### config.mk
export PLATFORM = sky130hd
export DESIGN_NAME = instr_encoder_loader
export DESIGN_NICKNAME = d
export VERILOG_FILES = /design/src/rtl/mips_pkg.sv /design/src/rtl/instr_fifo.sv /design/src/rtl/instr_encoder_loader.sv
export SDC_FILE = /design/constraint.sdc
export NUM_CORES = 1
export LEC_CHECK = 0
export BUFFER_PORTS_ARGS = -buffer_cell sky130_fd_sc_hd__buf_2
export CORE_AREA = 2 2 88 175
export DETAILED_ROUTE_END_ITERATION = 16
export DIE_AREA = 0 0 90 177
export GPL_TIMING_DRIVEN = 0
export PLACE_DENSITY = 0.85
export SYNTH_ARGS = -nofsm -noshare
export SYNTH_HDL_FRONTEND = slang
export SYNTH_SLANG_ARGS = --single-unit
### constraint.sdc
create_clock -name clk -period 2.32 [get_ports clk]
set_input_delay 0.116 -clock clk [delete_from_list [all_inputs] [get_ports clk]]
set_output_delay 0.116 -clock clk [all_outputs]
set_load 0.05 [all_outputs]
### src/rtl/mips_pkg.sv
// Shared MIPS-subset definitions: opcodes, command-type codes, loader FSM
// state encoding and the instruction encoder used ahead of the write buffer.
package mips_pkg;

  localparam logic [5:0] OP_R  = 6'b000000;
  localparam logic [5:0] OP_LW = 6'b100011;
  localparam logic [5:0] OP_SW = 6'b101011;
  localparam logic [5:0] OP_JZ = 6'b000010;

  localparam logic [1:0] CMD_R  = 2'b00;
  localparam logic [1:0] CMD_JZ = 2'b01;
  localparam logic [1:0] CMD_SW = 2'b10;
  localparam logic [1:0] CMD_LW = 2'b11;

  localparam logic [1:0] ST_IDLE  = 2'd0;
  localparam logic [1:0] ST_LOAD  = 2'd1;
  localparam logic [1:0] ST_DRAIN = 2'd2;
  localparam logic [1:0] ST_DONE  = 2'd3;

  // JZ carries no rt: that field is forced to zero regardless of the input.
  function automatic logic [31:0] encode_instr(input logic [1:0]  cmd_type,
                                               input logic [4:0]  rs,
                                               input logic [4:0]  rt,
                                               input logic [4:0]  rd,
                                               input logic [5:0]  funct,
                                               input logic [15:0] imm);
    logic [31:0] word;
    case (cmd_type)
      CMD_R:   word = {OP_R, rs, rt, rd, 5'b00000, funct};
      CMD_JZ:  word = {OP_JZ, rs, 5'b00000, imm};
      CMD_SW:  word = {OP_SW, rs, rt, imm};
      default: word = {OP_LW, rs, rt, imm};
    endcase
    return word;
  endfunction

endpackage

### src/rtl/instr_fifo.sv
// Synchronous FIFO with full/empty flags; push is dropped when full and pop
// when empty, so the occupancy can never overflow or underflow.
module instr_fifo #(
  parameter int WIDTH = 32,
  parameter int DEPTH = 4
) (
  input  logic             clk,
  input  logic             rst,
  input  logic             push,
  input  logic             pop,
  input  logic [WIDTH-1:0] wdata,
  output logic [WIDTH-1:0] rdata,
  output logic             full,
  output logic             empty
);

  localparam int PW = $clog2(DEPTH);

  logic [WIDTH-1:0] mem_q [DEPTH];
  logic [PW-1:0]    wr_ptr_q;
  logic [PW-1:0]    rd_ptr_q;
  logic [PW:0]      count_q;
  logic             do_push;
  logic             do_pop;

  assign full    = (count_q == (PW+1)'(DEPTH));
  assign empty   = (count_q == '0);
  assign do_push = push && !full;
  assign do_pop  = pop && !empty;
  assign rdata   = mem_q[rd_ptr_q];

  always_ff @(posedge clk or posedge rst) begin
    if (rst) begin
      wr_ptr_q <= '0;
      rd_ptr_q <= '0;
      count_q  <= '0;
    end else begin
      if (do_push) wr_ptr_q <= wr_ptr_q + PW'(1);
      if (do_pop)  rd_ptr_q <= rd_ptr_q + PW'(1);
      case ({do_push, do_pop})
        2'b10:   count_q <= count_q + (PW+1)'(1);
        2'b01:   count_q <= count_q - (PW+1)'(1);
        default: count_q <= count_q;
      endcase
    end
  end

  // Storage needs no reset: the pointers alone define what is valid.
  always_ff @(posedge clk) begin
    if (do_push) mem_q[wr_ptr_q] <= wdata;
  end

endmodule

### src/rtl/instr_encoder_loader.sv
// Encodes incoming instruction commands, buffers them and streams them into
// instruction memory from a start address, honouring memory stalls.
module instr_encoder_loader
  import mips_pkg::*;
#(
  parameter int FIFO_DEPTH = 4,
  parameter int ADDR_W     = 8
) (
  input  logic              clk,
  input  logic              reset,
  input  logic              start,
  input  logic [ADDR_W-1:0] base_addr,
  input  logic              cmd_valid,
  output logic              cmd_ready,
  input  logic [1:0]        cmd_type,
  input  logic [4:0]        rs,
  input  logic [4:0]        rt,
  input  logic [4:0]        rd,
  input  logic [5:0]        funct,
  input  logic [15:0]       imm,
  input  logic              cmd_last,
  input  logic              imem_stall,
  output logic              imem_we,
  output logic [ADDR_W-1:0] imem_addr,
  output logic [31:0]       imem_wdata,
  output logic              done,
  output logic              wrapped,
  output logic [ADDR_W:0]   word_count
);

  logic [1:0]        state_q, state_d;
  logic [ADDR_W-1:0] addr_q;
  logic [ADDR_W:0]   wcount_q;
  logic              wrapped_q;
  logic              we_q;
  logic [ADDR_W-1:0] waddr_q;
  logic [31:0]       wdata_q;

  logic        fifo_full, fifo_empty;
  logic [31:0] fifo_rdata;
  logic [31:0] enc_word;
  logic        accept, pop, start_ok;

  assign enc_word  = encode_instr(cmd_type, rs, rt, rd, funct, imm);
  assign cmd_ready = (state_q == ST_LOAD) && !fifo_full;
  assign accept    = cmd_valid && cmd_ready;
  assign pop       = !fifo_empty && !imem_stall;
  assign start_ok  = start && ((state_q == ST_IDLE) || (state_q == ST_DONE));

  instr_fifo #(
    .WIDTH(32),
    .DEPTH(FIFO_DEPTH)
  ) u_fifo (
    .clk  (clk),
    .rst  (reset),
    .push (accept),
    .pop  (pop),
    .wdata(enc_word),
    .rdata(fifo_rdata),
    .full (fifo_full),
    .empty(fifo_empty)
  );

  always_comb begin
    state_d = state_q;
    case (state_q)
      ST_IDLE:  if (start_ok) state_d = ST_LOAD;
      ST_LOAD:  if (accept && cmd_last) state_d = ST_DRAIN;
      // An empty buffer here means the final word is being written this cycle.
      ST_DRAIN: if (fifo_empty) state_d = ST_DONE;
      default:  if (start_ok) state_d = ST_LOAD;
    endcase
  end

  always_ff @(posedge clk or posedge reset) begin
    if (reset) begin
      state_q   <= ST_IDLE;
      addr_q    <= '0;
      wcount_q  <= '0;
      wrapped_q <= 1'b0;
      we_q      <= 1'b0;
      waddr_q   <= '0;
      wdata_q   <= '0;
    end else begin
      state_q <= state_d;
      we_q    <= pop;
      if (pop) begin
        waddr_q <= addr_q;
        wdata_q <= fifo_rdata;
      end
      if (start_ok) begin
        addr_q    <= base_addr;
        wcount_q  <= '0;
        wrapped_q <= 1'b0;
      end else if (pop) begin
        addr_q   <= addr_q + ADDR_W'(1);
        wcount_q <= wcount_q + (ADDR_W+1)'(1);
        if (&addr_q) wrapped_q <= 1'b1;
      end
    end
  end

  assign imem_we    = we_q;
  assign imem_addr  = waddr_q;
  assign imem_wdata = wdata_q;
  assign done       = (state_q == ST_DONE);
  assign wrapped    = wrapped_q;
  assign word_count = wcount_q;

endmodule

# Word-level counts from Yosys, hierarchy flattened
# Memory sizes are Yosys's and may differ from the RTL's. A register that Yosys moved wholly into a read port is not among the register bits.
# Index checks and enable logic that the tools add are counted.
classes:
  n_addsub: 6
  n_eq_ne: 10
  mux: 15
  n_reduce_logical: 21
ops:
  columns: ["operator", "count"]
  rows:
  - ["one-hot mux 32 bit (3 select lines)", 1]
  - ["two-way mux 9 bit", 2]
  - ["two-way mux 8 bit", 2]
  - ["adder 9 x 1 -> 9 bit (second input constant)", 1]
  - ["adder 8 x 1 -> 8 bit (second input constant)", 1]
  - ["equality test 2 bit (second input constant)", 4]
  - ["AND reduction 8 bit", 1]
  - ["logical AND 1 bit", 7]
  - ["equality test 2 x 1 -> 1 bit (second input constant)", 3]
  - ["two-way mux 2 bit", 3]
  - ["one-hot mux 3 bit (2 select lines)", 1]
  - ["nonzero test 2 bit", 3]
  - ["two-way mux 1 bit", 5]
  - ["adder 2 x 1 -> 2 bit (second input constant)", 2]
  - ["zero test 2 bit", 2]
  - ["inequality test 2 x 1 -> 1 bit (second input constant)", 2]
  - ["one-hot mux 2 bit (2 select lines)", 1]
  - ["adder 3 x 1 -> 3 bit (second input constant)", 1]
  - ["equality test 3 bit (second input constant)", 1]
  - ["zero test 1 bit", 3]
  - ["zero test 3 bit", 1]
  - ["AND reduction 3 bit", 1]
  - ["nonzero test 3 bit", 1]
  - ["subtractor 3 x 1 -> 3 bit (second input constant)", 1]
  - ["other kinds (2)", 2]
word_totals:
  regBits: 36
  ramBits: 128
  inputBits: 53
  out_inout_bits: 53
  elab_cells: 62
  memories: 1
memory_table:
  columns: ["memory", "depth", "word_bits", "read_ports", "rd_ports_with_merged_regs", "wr", "line", "source"]
  rows:
  - ["u_fifo.mem_q", 4, 32, 1, 1, 1, "instr_fifo.sv:19", "logic [WIDTH-1:0] mem_q [DEPTH];"]

# Longest topological paths before layout
# Gate-level depths: netlist of the first run.
logic_depth:
  depth_word: 7
  ltp_mapped: 11
  mapped_depth_nobuf: 11

# Hierarchy
# From an unflattened synthesis of the first run, not the netlist that was laid out.
unflattened:
  cells_unflattened: 440
  area_unflattened_um2: 7936.4
by_module_without_submodules:
  columns: ["mod", "instances", "cells_per_inst", "area_per_inst_um2", "seq_area_each_um2"]
  rows:
  - ["instr_fifo", 1, 206, 5094.9, 4018.9]
  - ["instr_encoder_loader", 1, 234, 2841.5, 1526.5]

# Least setup slack after synthesis of the first run
# No wires, ideal clock.
synth_path:
  path_type: "register -> register"
  from: "register state_q[1]"
  to: "memory u_fifo.mem_q[0][0], enable pin"
  setup_ns: 0.389
  arrival_time_ns: 2.541
  t_required_ns: 1.931
  setup_slack_ns: -0.609
  stages_incl_launch_ff: 5
  n_path_buf: 0
  period_less_slack_ns: 2.929
  path_cell_list: "dfrtp_1 -> inv_1 -> ha_1 -> a21boi_1 -> and3_1"
synth_via:
  elab_chain_len: 6
synth_lines:
  columns: ["element", "line", "source"]
  rows:
  - ["start: declaration", "instr_encoder_loader.sv:31", "logic [1:0] state_q, state_d;"]
  - ["start signal: assignment", "instr_encoder_loader.sv:85", "state_q <= state_d;"]
  - ["equality test 2 x 1 -> 1 bit", "instr_encoder_loader.sv:45", "assign cmd_ready = (state_q == ST_LOAD) && !fifo_full;"]
  - ["logical AND 1 bit", "instr_encoder_loader.sv:45", null]
  - ["via cmd_ready", "instr_encoder_loader.sv:14", "output logic cmd_ready,"]
  - ["logical AND 1 bit", "instr_encoder_loader.sv:46", "assign accept = cmd_valid && cmd_ready;"]
  - ["logical AND 1 bit", "instr_fifo.sv:28", "assign do_push = push && !full;"]
  - ["two-way mux 1 bit", "instr_fifo.sv:50", "if (do_push) mem_q[wr_ptr_q] <= wdata;"]
  - ["two-way mux 1 bit (implied by the code)", "instr_fifo.sv:50", null]
  - ["end: declaration", "instr_fifo.sv:19", null]
# The timed path passes the listed nets, and every way through them passes these cells.

# Worst setup path after layout of the first run
layout_path:
  from: "register state_q[1]"
  to: "register u_fifo.count_q[2]"
layout_via:
  elab_chain_len: 6
  word_cells_on_any_way: 8
  classes_between: "eq/ne: 3; mux: 1; reduce/logical: 4"
layout_lines:
  columns: ["element", "line", "source"]
  rows:
  - ["equality test 2 x 1 -> 1 bit (*)", "instr_encoder_loader.sv:45", null]
  - ["logical AND 1 bit (*)", "instr_encoder_loader.sv:45", null]
  - ["logical AND 1 bit (*)", "instr_encoder_loader.sv:46", null]
  - ["logical AND 1 bit (*)", "instr_fifo.sv:28", null]
  - ["equality test 2 x 1 -> 1 bit or equality test 2 bit (tied branches)", "instr_fifo.sv:40", "case ({do_push, do_pop})"]
  - ["one-hot mux 3 bit (2 select lines) or nonzero test 2 bit (tied branches)", null, null]
  - ["end signal: assignment", "instr_fifo.sv:41", "2'b10: count_q <= count_q + (PW+1)'(1);"]
  - ["end signal: assignment", "instr_fifo.sv:42", "2'b01: count_q <= count_q - (PW+1)'(1);"]
  - ["end signal: assignment", "instr_fifo.sv:43", "default: count_q <= count_q;"]
  - ["end: declaration", "instr_fifo.sv:22", "logic [PW:0] count_q;"]
# Every way passes the cells marked *; elsewhere a longest branch is shown, timed or not.
# A chain may end at the register's enable or synchronous reset.

==> impl_metrics.tcl, run 1 <==
set metrics [dict create \
    run_status "finished clean" \
    syn_avg_cell_area_um2 17.6 \
    tightestPinTransition_ps 891 \
    cts_sinks 181 \
    power-per-cell-area_nw_per_um2 1350 \
    boundaryPins 106 \
    crit_top_cell "inv_1" \
    detailedRoute.firstIterationViolations 230 \
    antenna_found_initial 0 \
    final_setup_violation_count 0 \
    hold_path.class "primary input to flop" \
    grt_max_degree 66 \
    worst_slack_placed_ps -217 \
    tritoncts "yes" \
    core_outline_area_um2 14700 \
    critical_path_required_ps 2660 \
    dr_wl_cell_um 18.5 \
    grt_usage_pct 18.5 \
    routabilityCongestion 0.775 \
    first_global_vias 4343 \
    htreeDepth 4 \
    clkLatencyLatePin_ps 430 \
    number_of_iterations_in_the_first_detailed_routing_pass 4 \
    critPathTopFamily "adder cells" \
    yosys.cell_types.count 41 \
    synth_top_cell_area_share_pct 47.6 \
    finalSetupTns_ps 0 \
    synth_warnings 0 \
    initial_cell_density_of_the_core_pct 49.9 \
    vias 4113 \
    post_synth_inst_count 416 \
    ant_nets 0 \
    leakage_power_of_the_design_nw 3.43 \
    design_power_total_w 0.0120 \
    period_minus_slack_ps 2190 \
    synth_area_um2 7320 \
    cp_num_buf_inv 3 \
    cts_buffers 17 \
    timing_max_transition_violations_final 0 \
    cts.root.buffer_cell "clkbuf_16" \
    final_critical_path_setup_slack_ps 127 \
    routed_wl_mm 14.2 \
    worst_ir_drop_vdd_mv 0.868 \
    y_dimension_of_the_die_um 177 \
    synth-seq-area-share_pct 69.8 \
    die-area_um2 15900 \
    global_route_wire_length_before_repair_mm 22.2 \
    final.setup_skew_ps 11.0 \
    drv_cap 0 \
    worst_ep_arrival_time_ps 2540 \
    critical_path.max_fanout 7 \
    share_of_synthesized_flip_flops_with_an_asynchronous_set_or_reset_pct 35.9 \
    synth-edff-count 116 \
    netlist.top_cell.by_area "edfxtp_1" \
    worst_setup_path_start_kind "flop" \
    path_class "flop to flop" \
    drt_drc_violations_left 0 \
    floorplan.rows 63 \
    critical_path.endpoint_type "flop" \
    worst_slew_margin_rel_pct 40.4 \
    min_period_over_period_pct 94.5 \
    grt-ovfl-total 0 \
    synth.top_cells.by_area "edfxtp_1, dfrtp_1, mux4_2, mux2_2, xnor2_1" \
    layout-drive-gt1-share_pct 41.8 \
    die_width_um 90 \
    clock_path_buffers 2 \
    dp.final_hpwl_mm 8.96 \
    fin_util_pct 60.7 \
    placement.io_buffers 103 \
    antenna_cells_inserted 0 \
    hold_violations 0 \
    area_overhead_of_the_layout_relative_to_synthesis_pct 21.6 \
    routed_via_density 5.36 \
    synthFlopType "edfxtp_1" \
    cp_slowest_cell "dfrtp_1" \
    fmaxAchievable_ghz 0.456 \
    yosys_register_bits 181 \
    nNetsFinal 623 \
    netlist_top_cells_count "edfxtp_1, dfrtp_1, mux2_2" \
    cts.clk_slew.worst_paths_ps 70 \
    cpPeakStageDelay_ps 380 \
    yosysMostFrequentCell "edfxtp_1" \
    setup_repair_after_global_routing_missed_its_margin "false" \
    cell_chain_critical_path "inv_1, ha_2, a21boi_4, and2_1, inv_1, ha_1, inv_1, fa_1, xor2_1, nor2_1, xor2_1" \
    fill_cells 1102 \
]
flip-flops by register name, summed over array words and instances (netlist names):
register / count
u_fifo.mem_q: 116
imem_we: 1
state_q: 2
u_fifo.count_q: 3
imem_wdata: 29
imem_addr: 8
word_count: 9
wrapped: 1
u_fifo.wr_ptr_q: 2
addr_q: 8
u_fifo.rd_ptr_q: 2
cell type report:
cell class,instances,area (µm²),share of cell area [%]
flip-flops and latches,181,5110,57.4
well taps,195,244,2.74
plain buffers,20,103,1.15
clock inverters,14,159,1.78
clock buffers,18,429,4.82
repair buffers,123,706,7.93
multi-input cells,204,2100,23.6
inverters,12,47.5,0.534
worst reg2reg max path, stage by stage (launching register included):
cell	delay (ps)
dfrtp_1	380
inv_1	80
ha_2	210
a21boi_4	170
and2_1	200
inv_1	70
ha_1	170
inv_1	60
fa_1	370
xor2_1	150
nor2_1	110
xor2_1	150
metal layers:
metal / global-route usage, % / wire, µm
met3: 4.64 / 728
met5: 0 / 0
met4: 5.77 / 190
met2: 33.4 / 7580
met1: 21.6 / 5660
report_power, final:
| group | internal (W) | total [W] | switching (W) |
|---|---|---|---|
| clock network | 0.00154 | 0.00285 | 0.00131 |
| registers | 0.00425 | 0.00470 | 0.000451 |
| logic | 0.00164 | 0.00447 | 0.00283 |
| total | 0.00743 | 0.0120 | 0.00459 |
logic make-up after synthesis:
logic type | after synthesis | synth area share (%)
xor gates and xnor gates | 19 | 2.27
and+or+nand+nor | 66 | 4.96
other | 1 | 0.0512
DFF | 181 | 69.8
buffers and inverters | 32 | 1.93
muxes | 81 | 16.9
AOI/OAI and AO/OA | 25 | 2.10
adders and majority gates | 11 | 1.98
cells in the final DEF (no fill, tap or decap), drive strengths merged, types with 2 or more instances in the layout:
| cell type | Yosys | layout |
|---|---|---|
| nor2b | 6 | 6 |
| clkinv | 0 | 3 |
| edfxtp | 116 | 116 |
| and3 | 5 | 5 |
| nand2 | 14 | 14 |
| or4 | 2 | 2 |
| xnor2 | 16 | 16 |
| nor3 | 4 | 4 |
| and2 | 7 | 7 |
| mux4 | 29 | 29 |
| nor2 | 11 | 11 |
| conb | 1 | 2 |
| ha | 10 | 10 |
| inv | 12 | 21 |
| o21ai | 11 | 11 |
| mux2i | 3 | 3 |
| mux2 | 49 | 49 |
| a21oi | 4 | 4 |
| nand3 | 4 | 4 |
| nor4 | 5 | 5 |
| dfrtp | 65 | 65 |
| buf | 11 | 118 |
| a21boi | 2 | 2 |
| nor3b | 2 | 2 |
| clkbuf | 9 | 27 |
| o31ai | 2 | 2 |
| xor2 | 3 | 3 |
| nor4b | 2 | 2 |
| nand4 | 2 | 2 |
| dlygate4sd3 | 0 | 16 |
metrics by stage:
step / instance area (µm²) / cells / hold WS, ps
floorplan: 7340 / 417 / 215
finish: 8900 / 767 / 40.4
CTS: 8860 / 763 / 30.7
global placement: 8100 / 715 / 332
detailed placement: 8100 / 715 / 331
global route: 8900 / 767 / 33.7
repair_timing:
item / CTS / global route
buffers inserted: 0 / 4
endpoints found under the setup margin: 2 / 2
resized for setup: 3 / 4
hold buffers: 16 / 0
hold endpoints to repair: 94 / 0
pin swaps: 0 / 1
path summary, 6_finish.rpt:
path	from	to	slack, ps	cells after the start
hold / removal	rd[0]	u_fifo.mem_q[0][11]	40	2
setup reg to reg	state_q[1]	u_fifo.count_q[2]	130	11
setup / recovery	state_q[1]	u_fifo.count_q[2]	130	11
min in group asynchronous	reset	imem_we	450	3
max in group asynchronous	reset	u_fifo.count_q[2]	1270	3
hold reg to reg	imem_wdata[9]	imem_wdata[9]	500	1
(Power assumes the default switching activity.)
==> inputs of run 2 (changes only) <==
--- a/config.mk
+++ b/config.mk
@@ -6,11 +6,11 @@
 export NUM_CORES = 1
 export LEC_CHECK = 0
 export BUFFER_PORTS_ARGS = -buffer_cell sky130_fd_sc_hd__buf_2
-export CORE_AREA = 2 2 88 175
+export CORE_AREA = 2 2 81 160
 export DETAILED_ROUTE_END_ITERATION = 16
-export DIE_AREA = 0 0 90 177
+export DIE_AREA = 0 0 83 162
 export GPL_TIMING_DRIVEN = 0
-export PLACE_DENSITY = 0.85
+export PLACE_DENSITY = 0.94
 export SYNTH_ARGS = -nofsm -noshare
 export SYNTH_HDL_FRONTEND = slang
 export SYNTH_SLANG_ARGS = --single-unit
==> constraint.sdc (replaced) <==
create_clock -name clk -period 2.8 [get_ports clk]
set_input_delay 0.14 -clock clk [delete_from_list [all_inputs] [get_ports clk]]
set_output_delay 0.14 -clock clk [all_outputs]
set_load 0.05 [all_outputs]
==> run 2 against run 1 <==
Clock skew is 1.3 ps higher. Setup slack better by 110 ps. Via count is 0.66% higher. Design area is 1.1% lower. Register-to-register slack better by 110 ps. Fmax is 14% lower. Die area is 16% lower. Total power is 17% lower. Clock power is 18% lower. Non-clock buffer count is 4 lower. Critical path depth is 2 lower. Critical path type unchanged. Largest cell class unchanged.
==> impl_metrics.tcl, run 2 (synthesized netlist as in run 1, its figures left out) <==
set metrics [dict create \
    tritoncts "yes" \
    critical_path.endpoint_type "flop" \
    p_comb_share_pct 37.1 \
    worstSetupStartpoint "u_fifo.count_q[0]" \
    final_setup_violation_count 0 \
    grt-ovfl-total 0 \
    boundaryPins 106 \
    cts_hold_buf 15 \
    grt_max_degree 38 \
    min_to "state_q[0]" \
    cts_sinks 181 \
    hold-worst-slack_ps 16.0 \
    largest_register_ffs 116 \
    path_class "flop to flop" \
    leakage_power_of_the_design_nw 3.41 \
    mostFrequentLayoutCell "edfxtp_1" \
    hold_violations 0 \
    period_minus_slack_ps 2560 \
    dp.final_hpwl_mm 9.60 \
    power-per-cell-area_nw_per_um2 1130 \
    sequentialPowerShare_pct 39.3 \
    dr_wl_cell_um 20.3 \
    critical_path.max_fanout 11 \
    post-cts-setup-buffer-count 0 \
    floorplan.rows 57 \
    number_of_iterations_in_the_first_detailed_routing_pass 4 \
    hold-path-cell-count 2 \
    routed_via_density 5.79 \
    cts.root.buffer_cell "clkbuf_16" \
    worst_reg2reg_path_depth 9 \
    antenna_found_initial 0 \
    die_width_um 83 \
    ant_nets 0 \
    worst_slew_margin_rel_pct 42.4 \
    power_report.internal_total_w 0.00607 \
    placement.io_buffers 103 \
    detailedRoute.firstIterationViolations 207 \
    fill_cells 750 \
    final.setup_skew_ps 12.4 \
    core_outline_area_um2 12200 \
    worst_ep_arrival_time_ps 2900 \
    critical_path_required_ps 3140 \
    routed_wl_mm 14.5 \
    worst_setup_path_start_kind "flop" \
    fmaxAchievable_ghz 0.391 \
    vias 4140 \
    clkLatencyLatePin_ps 420 \
    routabilityCongestion 0.813 \
    tightestPinTransition_ps 860 \
    power.share.switching_pct 38.9 \
    worst_hold_startpoint "cmd_valid" \
    hold_path.class "primary input to flop" \
    worst_ir_drop_vdd_mv 0.783 \
    y_dimension_of_the_die_um 162 \
    antenna_cells_inserted 0 \
    fin_util_pct 72.2 \
    rr_startpoint "u_fifo.count_q[0]" \
    min_period_over_period_pct 91.4 \
    htreeDepth 4 \
    p_clk_share_pct 23.5 \
    layout_common_cells "edfxtp_1, buf_2, dfrtp_1" \
    initial_cell_density_of_the_core_pct 60.0 \
    finalSetupTns_ps 0 \
    setup_repair_after_global_routing_missed_its_margin "false" \
    layout-drive-gt1-share_pct 41.2 \
    timing.reg2reg.setup_slack_ps 240 \
    cts_buffers 17 \
    nNetsFinal 619 \
    first_global_vias 4575 \
    clock_path_buffers 2 \
    top_register "u_fifo.mem_q" \
    drt_drc_violations_left 0 \
    run_status "finished clean" \
    area_overhead_of_the_layout_relative_to_synthesis_pct 20.3 \
    cts.clk_slew.worst_paths_ps 70 \
    post_cts_resized 0 \
    timing_max_transition_violations_final 0 \
    p_switching_w 0.00387 \
    crit-reg2reg-capture "u_fifo.count_q[2]" \
    global_route_wire_length_before_repair_mm 23.3 \
    die-area_um2 13400 \
    grt_usage_pct 23.0 \
    drv_cap 0 \
]
## run 2: area by class of cell
type                    instances  area, µm²  area share (%)
repair buffers                119        686            7.79
multi-input cells             204       2080            23.6
flip-flops and latches        181       5110            58.1
plain buffers                  20       96.3            1.09
inverters                      12       45.0           0.512
well taps                     147        184            2.09
clock inverters                14        163            1.85
clock buffers                  18        439            4.99
## run 2: worst max-delay path by stage
stage | to | slack (ps)
final | u_fifo.count_q[2] | 240
after global routing | u_fifo.count_q[1] | 60
after global placement | u_fifo.mem_q[2][22] | 160
after CTS | u_fifo.count_q[2] | 200
after floorplan | u_fifo.mem_q[0][0] | 250
after detailed placement | u_fifo.count_q[2] | 240
## run 2: stage by stage
stage | setup slack, ps | area (µm²) | power (W) | instances
after floorplan | 254 | 7330 | 0.00670 | 417
after global placement | 162 | 8030 | 0.00742 | 667
after detailed placement | 242 | 8050 | 0.00764 | 668
after CTS | 198 | 8800 | 0.0100 | 715
after global routing | 57.3 | 8800 | 0.0104 | 715
final | 241 | 8800 | 0.00994 | 715
## run 2: worst max-delay path: stages (launching register included)
cell and delay [ps]:
dfrtp_1 460, nor3_2 160, nor2_2 370, buf_2 400, ha_1 240, inv_1 70, fa_1 370, xor2_1 150
nor2_1 110, xor2_1 160
## run 2: layer usage
layer	GRT usage [%]	routed length (µm)	vias to the layer above
li1	-	-	1863
met1	23.7	5020	2081
met2	43.8	8450	160
met3	4.52	618	36
met4	11.3	410	0
met5	0	0	-
## run 2: power groups by stage
stage               Sequential, W  Clock, W  Combinational (W)
finish                    0.00391   0.00234            0.00369
CTS                       0.00390   0.00237            0.00372
floorplan                 0.00490         0            0.00179
global route              0.00397   0.00249            0.00393
detailed placement        0.00395         0            0.00369
global placement          0.00391         0            0.00352
==> inputs of run 3 (changes only) <==
--- a/config.mk
+++ b/config.mk
@@ -6,11 +6,11 @@
 export NUM_CORES = 1
 export LEC_CHECK = 0
 export BUFFER_PORTS_ARGS = -buffer_cell sky130_fd_sc_hd__buf_2
-export CORE_AREA = 2 2 81 160
+export CORE_AREA = 2 2 84 166
 export DETAILED_ROUTE_END_ITERATION = 16
-export DIE_AREA = 0 0 83 162
+export DIE_AREA = 0 0 86 168
 export GPL_TIMING_DRIVEN = 0
-export PLACE_DENSITY = 0.94
+export PLACE_DENSITY = 0.89
 export SYNTH_ARGS = -nofsm -noshare
 export SYNTH_HDL_FRONTEND = slang
 export SYNTH_SLANG_ARGS = --single-unit
==> constraint.sdc (replaced) <==
create_clock -name clk -period 2.9 [get_ports clk]
set_input_delay 0.145 -clock clk [delete_from_list [all_inputs] [get_ports clk]]
set_output_delay 0.145 -clock clk [all_outputs]
set_load 0.05 [all_outputs]
==> run 3 against run 2 <==
Worst hold slack gained 71 ps. Clock power down 7%. Sequential share of layout area rose by 0.18 points. Die area is 7.5% higher. Fmax down 0.91%. Total power down 4.3%. First-iteration DRC count increased by 23%. Clock skew is 4.1 ps lower. Combinational power fell by 4%. Flip-flop and latch count unchanged. Critical path type unchanged. Utilization shrank 6.1 points.
==> impl_metrics.tcl, run 3 (synthesized netlist as in run 1, its figures left out) <==
set metrics [dict create \
    final_setup_violation_count 0 \
    dp.final_hpwl_mm 9.14 \
    global_route_wire_length_before_repair_mm 23.2 \
    critical_path.max_fanout 11 \
    routabilityCongestion 0.846 \
    period_minus_slack_ps 2580 \
    rr_startpoint "u_fifo.count_q[2]" \
    design_power_total_w 0.00950 \
    nNetsFinal 619 \
    critical_path_required_ps 3250 \
    fill_cells 896 \
    worst_reg2reg_path_depth 9 \
    critical_path.endpoint_type "flop" \
    mostFrequentLayoutCell "edfxtp_1" \
    final.setup_skew_ps 8.25 \
    path_class "flop to flop" \
    layout.cells.non_filler 723 \
    worst_slew_margin_rel_pct 41.6 \
    core_outline_area_um2 13300 \
    area_overhead_of_the_layout_relative_to_synthesis_pct 19.9 \
    antenna_found_initial 0 \
    detailedRoute.firstIterationViolations 255 \
    fmaxAchievable_ghz 0.387 \
    antenna_cells_inserted 0 \
    placedCellCount 675 \
    cp_slowest_cell "dfrtp_1" \
    y_dimension_of_the_die_um 168 \
    tightestPinTransition_ps 876 \
    grt_max_degree 66 \
    clkLatencyLatePin_ps 420 \
    hold_path.class "primary input to flop" \
    crit_top_cell "xor2_1" \
    number_of_iterations_in_the_first_detailed_routing_pass 6 \
    layout-drive-gt1-share_pct 40.7 \
    min_period_over_period_pct 89.1 \
    leakage_power_of_the_design_nw 3.39 \
    die_width_um 86 \
    fin_util_pct 66.0 \
    cell_chain_critical_path "nor3_2, nor2_2, buf_2, ha_1, inv_1, fa_1, xor2_1, nor2_1, xor2_1" \
    multi_input_comb_area_um2 2080 \
    drv_cap 0 \
    worst_ep_arrival_time_ps 2930 \
    cts.clk_slew.worst_paths_ps 70 \
    placement.io_buffers 103 \
    tritoncts "yes" \
    dr_wl_cell_um 20.2 \
    floorplan.rows 60 \
    setup_repair_after_global_routing_missed_its_margin "false" \
    drt_drc_violations_left 0 \
    clock_path_buffers 2 \
    grt_usage_pct 21.5 \
    finalSetupTns_ps 0 \
    crit-reg2reg-capture "u_fifo.count_q[2]" \
    top_register "u_fifo.mem_q" \
    worst_slack_placed_ps 308 \
    sequentialPowerShare_pct 39.7 \
    cts_sinks 181 \
    cpPeakStageDelay_ps 440 \
    cts.root.buffer_cell "clkbuf_16" \
    initial_cell_density_of_the_core_pct 55.1 \
    final_critical_path_setup_slack_ps 318 \
    worstSetupStartpoint "u_fifo.count_q[2]" \
    setup_crit_end "u_fifo.count_q[2]" \
    register_area_um2 5110 \
    grt-ovfl-total 0 \
    die-area_um2 14400 \
    p_clk_share_pct 22.9 \
    worst_setup_path_start_kind "flop" \
    power.share.switching_pct 38.7 \
    hold_violations 0 \
    p_switching_w 0.00368 \
    worst_ir_drop_vdd_mv 0.735 \
    ant_nets 0 \
    routed_wl_mm 14.6 \
    timing.reg2reg.setup_slack_ps 320 \
    vias 4145 \
    first_global_vias 4492 \
    htreeDepth 4 \
    power_report.internal_total_w 0.00583 \
    boundaryPins 106 \
    power-per-cell-area_nw_per_um2 1080 \
    post-cts-setup-buffer-count 0 \
    routed_via_density 5.73 \
    timing_max_transition_violations_final 0 \
    run_status "finished clean" \
    largest_register_ffs 116 \
    cts_buffers 17 \
    layout_common_cells "edfxtp_1, buf_2, dfrtp_1" \
    p_comb_share_pct 37.3 \
]
[run 3: cell types whose count changed in the layout (fill, tap and decap cells not counted), sizes merged]
cell / change
buf: -1
dlygate4sd3: +1
[run 3: cell type report]
type | instances | share of cell area [%]
Clock inverter | 14 | 1.63
Buffer | 20 | 1.10
Clock buffer | 18 | 4.89
Sequential cell | 181 | 58.2
Multi-Input combinational cell | 204 | 23.7
Timing Repair Buffer | 119 | 7.70
Tap cell | 155 | 2.21
Inverter | 12 | 0.542
[run 3: power groups by stage]
stage | clock (W) | combinational [W] | sequential, W
after floorplan | 0 | 0.00173 | 0.00473
after global placement | 0 | 0.00342 | 0.00377
after detailed placement | 0 | 0.00353 | 0.00381
after CTS | 0.00221 | 0.00359 | 0.00377
after global routing | 0.00233 | 0.00381 | 0.00384
final | 0.00218 | 0.00355 | 0.00378
[run 3: through the flow]
stage                     cell area (µm²)  hold slack (ps)
after global routing                 8770             72.8
final                                8770             86.5
after CTS                            8770             75.3
after detailed placement             8040              362
after global placement               8040              351
after floorplan                      7330              244
[run 3: timing repair]
item | in CTS | in global routing
hold buffers | 16 | 0
gates resized for setup | 0 | 0
endpoints found under the hold margin | 94 | 0
[run 3: worst max-delay path: cells and delay by family, from the launching register on]
family,cells,cell delay (ps)
and+or+nand+nor,3,640
adders and majority gates,2,630
buffers and inverters,2,510
DFF,1,440
xor gates and xnor gates,2,300
[run 3: worst min path at each step]
stage                 start                   to  slack (ps)  cells past startpoint
6_report           funct[2]   u_fifo.mem_q[2][2]          90                      2
2_1_floorplan         rs[0]  u_fifo.mem_q[0][21]         240                      0
4_1_cts            funct[2]   u_fifo.mem_q[2][2]          80                      2
3_3_place_gp   base_addr[7]            addr_q[7]         350                      3
3_5_place_dp   base_addr[1]            addr_q[1]         360                      3
5_1_grt             imm[12]  u_fifo.mem_q[3][12]          70                      2
[run 3: per-layer routing]
| layer | global-route usage, % | routed length (µm) |
|---|---|---|
| met5 | 0 | 0 |
| met1 | 26.4 | 5630 |
| met4 | 5.94 | 172 |
| met2 | 38.3 | 8150 |
| met3 | 4.41 | 615 |
